## src/rtl/event_encoder_8to3.sv

```systemverilog
// Sequential 8-to-3 event encoder: captures event strobes into a pending set and
// presents their indices one at a time, in priority order, over valid/ready.
module event_encoder_8to3 #(
    parameter bit LSB_FIRST = 1'b1
) (
    input  logic       clk,
    input  logic       rst,
    input  logic       en,
    input  logic [7:0] evt,
    output logic [2:0] code,
    output logic       valid,
    input  logic       ready,
    output logic [7:0] pending,
    output logic       ovf,
    input  logic       ovf_clr
);

    typedef enum logic {ST_IDLE = 1'b0, ST_PRESENT = 1'b1} state_t;

    state_t     r_state;
    state_t     w_state_nxt;
    logic [7:0] r_pending;
    logic [2:0] r_code;
    logic       r_ovf;

    logic [7:0] w_cap;
    logic [7:0] w_clr;
    logic [7:0] w_rem;
    logic [7:0] w_pending_nxt;
    logic       w_accept;
    logic       w_ovf_set;
    logic       w_ovf_nxt;
    logic [2:0] w_code_nxt;

    // Later matches overwrite earlier ones, so the scan direction sets the priority.
    function automatic logic [2:0] enc(input logic [7:0] v);
        logic [2:0] idx;
        idx = 3'd0;
        for (int i = 0; i < 8; i++) begin
            if (LSB_FIRST) begin
                if (v[7-i]) idx = 3'(7 - i);
            end else begin
                if (v[i]) idx = 3'(i);
            end
        end
        return idx;
    endfunction

    assign w_cap         = en ? 8'h00 : evt;
    assign w_accept      = (r_state == ST_PRESENT) && ready;
    assign w_clr         = w_accept ? (8'h01 << r_code) : 8'h00;
    assign w_rem         = r_pending & ~w_clr;
    assign w_pending_nxt = w_rem | w_cap;
    // A re-event on the bit being retired this cycle simply re-pends it.
    assign w_ovf_set     = |(w_cap & w_rem);
    assign w_ovf_nxt     = w_ovf_set ? 1'b1 : (ovf_clr ? 1'b0 : r_ovf);

    // State and output registers.
    always_ff @(posedge clk) begin
        if (rst) begin
            r_state   <= ST_IDLE;
            r_pending <= 8'h00;
            r_code    <= 3'd0;
            r_ovf     <= 1'b0;
        end else begin
            r_state   <= w_state_nxt;
            r_pending <= w_pending_nxt;
            r_code    <= w_code_nxt;
            r_ovf     <= w_ovf_nxt;
        end
    end

    // Next-state logic.
    always_comb begin
        w_state_nxt = r_state;
        case (r_state)
            ST_IDLE: begin
                if (r_pending != 8'h00) w_state_nxt = ST_PRESENT;
                else                    w_state_nxt = ST_IDLE;
            end
            ST_PRESENT: begin
                if (w_accept && (w_rem == 8'h00)) w_state_nxt = ST_IDLE;
                else                              w_state_nxt = ST_PRESENT;
            end
            default: w_state_nxt = ST_IDLE;
        endcase
    end

    // Next code: held while waiting on the consumer, no preemption.
    always_comb begin
        w_code_nxt = r_code;
        case (r_state)
            ST_IDLE: begin
                if (r_pending != 8'h00) w_code_nxt = enc(r_pending);
                else                    w_code_nxt = r_code;
            end
            ST_PRESENT: begin
                if (w_accept && (w_rem != 8'h00)) w_code_nxt = enc(w_rem);
                else                              w_code_nxt = r_code;
            end
            default: w_code_nxt = r_code;
        endcase
    end

    assign code    = r_code;
    assign valid   = (r_state == ST_PRESENT);
    assign pending = r_pending;
    assign ovf     = r_ovf;

endmodule

```

## config.mk

```make
export PLATFORM = sky130hd
export DESIGN_NAME = event_encoder_8to3
export DESIGN_NICKNAME = d
export VERILOG_FILES = /design/src/rtl/event_encoder_8to3.sv
export SDC_FILE = /design/constraint.sdc
export NUM_CORES = 1
export LEC_CHECK = 0
export CAP_MARGIN = 10
export CORE_UTILIZATION = 44
export CTS_CLUSTER_DIAMETER = 200
export DETAILED_ROUTE_END_ITERATION = 7
export PLACE_DENSITY = 0.77
export SETUP_SLACK_MARGIN = 0.3
export SLEW_MARGIN = 20
export SYNTH_ARGS = -nofsm -noshare
export SYNTH_HDL_FRONTEND = slang
export SYNTH_SLANG_ARGS = --single-unit
```

## constraint.sdc

```tcl
create_clock -name clk -period 1.9 [get_ports clk]
set_input_delay 0.38 -clock clk [delete_from_list [all_inputs] [get_ports clk]]
set_output_delay 0.38 -clock clk [all_outputs]
set_load 0.02 [all_outputs]
```

Yosys cells after proc, flatten, opt, wreduce, memory -nomap -nowiden
Cells that the tools add are included.

Eq/ne operators: 2. Bitwise gates (word level): 5. Reductions and logical operators: 9. Shift operators: 1. Multiplexer cells: 26.

Operators by type and width (count): 3-bit two-way mux (18); 8-bit AND (2); 8-bit two-way mux (2); 8-bit nonzero test (2); 8-bit zero test (1); 8-bit inverter (1); 8-bit bitwise OR (1); 8-bit OR reduction (1); 1-bit by 3-bit left shift with 8-bit output, first input constant (1); 3-bit case mux with 2 select lines (1); 1-bit two-way mux (4); 1-bit logical AND (3); 2-bit by 1-bit != test with 1-bit output, second input constant (1); 2-bit != test, second input constant (1); 1-bit case mux with 2 select lines (1); 2-bit AND reduction (1); 2-bit nonzero test (1); 1-bit inverter (1).

Output and inout bits: 13. Register bits: 13.

Longest topological paths before layout
Depth in word-level cells: 14. Gate-level depth with buffers: 6. Mapped depth without buffers: 6.

Least setup slack after synthesis
Ideal clock, no wire load.

Path kind: reg2reg. Start point: register r_state (netlist: valid). End point: register r_code[2] (netlist: code[2]). Setup slack: 0.021 ns. Buffers on the path: 0. Period minus slack after synthesis: 1.879 ns. Arrival: 1.752 ns. Stages on the path, launching flop included: 7. Data required time: 1.773 ns. Cell sequence: dfxtp_1 -> nand3b_2 -> o21ai_1 -> nand4_1 -> o31a_1 -> o221ai_1 -> o41ai_1.

Word-level cells in the longest chain between the ends: 14. Elaborated cells on any way between the ends: 20.

RTL lines: start, declared (line 20) `state_t r_state;`; start signal, assigned (line 66) `r_state <= w_state_nxt;`; 1-bit logical AND (line 50) `assign w_accept = (r_state == ST_PRESENT) && ready;`; 8-bit two-way mux (line 51) `assign w_clr = w_accept ? (8'h01 << r_code) : 8'h00;`; 8-bit inverter (line 52) `assign w_rem = r_pending & ~w_clr;`; 8-bit AND (line 52); 3-bit two-way mux (8 in a row) (line 41) `if (v[7-i]) idx = 3'(7 - i);`; 3-bit two-way mux (line 98) `if (w_accept && (w_rem != 8'h00)) w_code_nxt = enc(w_rem);`; 3-bit case mux with 2 select lines (line 92) `case (r_state)`; end signal, assigned (line 68) `r_code <= w_code_nxt;`; end, declared (line 23) `logic [2:0] r_code;`.

Parallel ways exist; a longest one is shown, timed or not. The select of a mux whose other input is x is not followed. A chain may end at the register's enable or synchronous reset.

Worst setup path after layout
Start point: register r_code[2] (netlist: code[2]). End point: register r_code[2] (netlist: code[2]).

Word-level cells in the longest chain between the ends: 14. Elaborated cells on any way between the ends: 18.

RTL lines (line): 1-bit by 3-bit left shift with 8-bit output * (51); 8-bit two-way mux * (51); 8-bit inverter * (52); 8-bit AND * (52); 3-bit two-way mux (8 in a row) (41); 3-bit two-way mux (98); 3-bit case mux with 2 select lines (92).

Every way passes the cells marked *; elsewhere a longest branch is shown, timed or not. The select of a mux whose other input is x is not followed.

==> impl_metrics.env <==
export IMPL_status="complete, no violations"
export IMPL_relSlewSlack_pct=61.5
export IMPL_crit_family="simple AND/OR/NAND/NOR gates"
export IMPL_crit_slowest_cell="or4b_4"
export IMPL_rsz0062_at_grt="true"
export IMPL_vias=1094
export IMPL_syn_to_final_growth_pct=72.1
export IMPL_grt_max_degree=10
export IMPL_post_route_period_util_pct=97.9
export IMPL_syn_inst=101
export IMPL_io_pins=26
export IMPL_ys_top_cells_by_area="dfxtp_1, a21oi_1, nand2b_1"
export IMPL_crit_path_end_kind="register"
export IMPL_timing_hold_ws_ns=0.496
export IMPL_antenna_found_initial=0
export IMPL_clkLatencyLatePin_ns=0.29
export IMPL_die_area_um2=2000
export IMPL_routed_wl_mm=3.14
export IMPL_async_flop_share_pct=0
export IMPL_crit_buf_inv=0
export IMPL_critPathMaxFanout=9
export IMPL_max_stage_delay_ns=0.55
export IMPL_worstHoldStart="ready"
export IMPL_grt_pass1_vias=1030
export IMPL_synth_area_leader_cell="dfxtp_1"
export IMPL_drc=0
export IMPL_coreArea_um2=1710
export IMPL_p_leak_nw=0.581
export IMPL_worst_endpoint_arrival_ns=2.03
export IMPL_path_clk_slew_ns=0.08
export IMPL_worst_setup_path_type="register to register"
export IMPL_worst_pin_slew_ns=0.575
export IMPL_fin_cells=176
export IMPL_post_place_ws_ns=-0.438
export IMPL_post_route_util_pct=80.8
export IMPL_worstReg2RegStart="code[2]"
export IMPL_slew_viol_final=0
export IMPL_synthDistinctLibCells=32
export IMPL_hold_path_class="input pin to register"
export IMPL_ys_flop_type="dfxtp_1"
export IMPL_grt_pass1_wl_mm=4.78
export IMPL_syn_nets=114
export IMPL_synth_avg_cell_area_um2=7.94
export IMPL_via_per_inst=6.22
export IMPL_p_per_area_nw_per_um2=655
export IMPL_ys_seq_elements=13
export IMPL_crit_path_cell_trace="or4b_4, a21boi_1, nand2_1, nor3b_2, o221ai_2, o41ai_1"
export IMPL_overflow=0
export IMPL_die_h_um=44.7
export IMPL_h_tree_depth=1
export IMPL_clock_sinks=13
export IMPL_cts_hold_buf=0
export IMPL_start_kind="register"
export IMPL_gr_usage_all_layers_pct=32.6
export IMPL_first_iter_violations=37
export IMPL_cts_root_buffer="clkbuf_4"
export IMPL_io_buffers=25
export IMPL_hold_viol_final=0
export IMPL_peakVddDrop_mv=0.593
export IMPL_synth_most_common_cell="a21oi_1"
export IMPL_yosysWarnings=0
export IMPL_required_ns=2.07
export IMPL_cts_tree="yes"
export IMPL_cp_startpoint="code[2]"
export IMPL_antenna_cells=0
export IMPL_initial_core_util_pct=47.0
export IMPL_place_congestion=0.859
export IMPL_power_uw=904
export IMPL_ys_top_cells_by_count="a21oi_1, dfxtp_1, nand2b_1"
export IMPL_fin_skew_ns=0.0126
export IMPL_die_x_um=44.7
export IMPL_drtAntennaViolNets=0
export IMPL_period_needed_ns=1.86
export IMPL_fin_ws_ns=0.0390
export IMPL_fmax_mhz=537
export IMPL_hpwlAfterDp_mm=1.99
export IMPL_setup_viol=0
export IMPL_synth_top_area_share_pct=32.4
export IMPL_reg2reg_setup_slack_ns=0.04
export IMPL_cap_violations=0
export IMPL_cts_buffers=3
export IMPL_wl_per_cell_um=17.8
export IMPL_fin_nets=165
export IMPL_dpl_cell_count=163
export IMPL_synthesis_area_um2=802
export IMPL_rows=15
export IMPL_first_pass_iters=4
export IMPL_ys_seq_area_share_pct=32.4
export IMPL_max_clock_path_buffers=2
export IMPL_drive_gt1_share_pct=33.1
export IMPL_synth_edf_count=0
[worst paths after layout]
check	end	depth (start not counted)
setup / recovery	code[2]	6
hold / removal	valid	3
setup reg to reg	code[2]	6
hold reg to reg	ovf	2
[worst min-delay path: stages]
cell and delay, ns:
clkbuf_2 0.16, buf_4 0.14, a311oi_1 0.06
[final cells by class]
type / count / area (um2)
Multi-Input combinational cell: 79 / 619
Timing Repair Buffer: 47 / 398
Fill cell: 114 / 328
Sequential cell: 13 / 275
Tap cell: 25 / 31.3
Inverter: 8 / 30.0
Clock buffer: 4 / 26.3
[registers in the layout (all words and copies together) (netlist names)]
| signal | flops |
|---|---|
| code | 3 |
| pending | 8 |
| ovf | 1 |
| valid | 1 |
[metal layers]
| layer | GRT usage (%) | part of all wire (%) |
|---|---|---|
| met3 | 7.20 | 11 |
| met2 | 51.5 | 46 |
| met1 | 41.0 | 37 |
| met4 | 18.2 | 5.7 |
| met5 | 0 | 0 |
[through the flow]
| step | area, um2 | TNS [ns] |
|---|---|---|
| finish | 1380 | 0 |
| global route | 1380 | -0.0116 |
| CTS | 1330 | 0 |
| detailed placement | 1260 | -1.60 |
| global placement | 1260 | -1.34 |
| floorplan | 886 | 0 |
[placed cells by master, fill, tap and decap left out, types with 3 or more instances in the layout]
master,synthesis,layout
inv_1,8,8
a21oi_1,15,15
nand2_1,6,3
o21a_1,5,5
nor2_1,6,6
nand2_2,0,3
dfxtp_1,13,9
dfxtp_4,0,4
clkbuf_4,0,3
buf_4,0,22
dlygate4sd2_1,0,12
o21ai_2,0,3
clkdlybuf4s50_1,0,11
nand2b_1,10,9
[kinds of logic (layout without fill, tap and decap cells)]
logic type             Yosys count  in the layout  share of synthesized area (%)
buffers and inverters            9             59                           4.21
flip-flops                      13             13                           32.4
AO/OA/AOI/OAI                   49             49                           42.4
AND/OR/NAND/NOR                 30             30                           20.9
[report_power, final]
part	total [mW]	internal [mW]	leakage, nW	switching, mW
logic	0.364	0.177	0.455	0.187
registers	0.354	0.300	0.110	0.0539
clock network	0.186	0.0816	0.0150	0.105
total	0.904	0.559	0.581	0.345
[what timing repair did]
item | 4_1_cts | 5_1_grt
pin swaps | 2 | 4
hold endpoints to repair | 0 | 0
buffers inserted | 4 | 5
setup endpoints to repair | 18 | 5
gates resized for setup | 18 | 6
(Power assumes the default switching activity.)
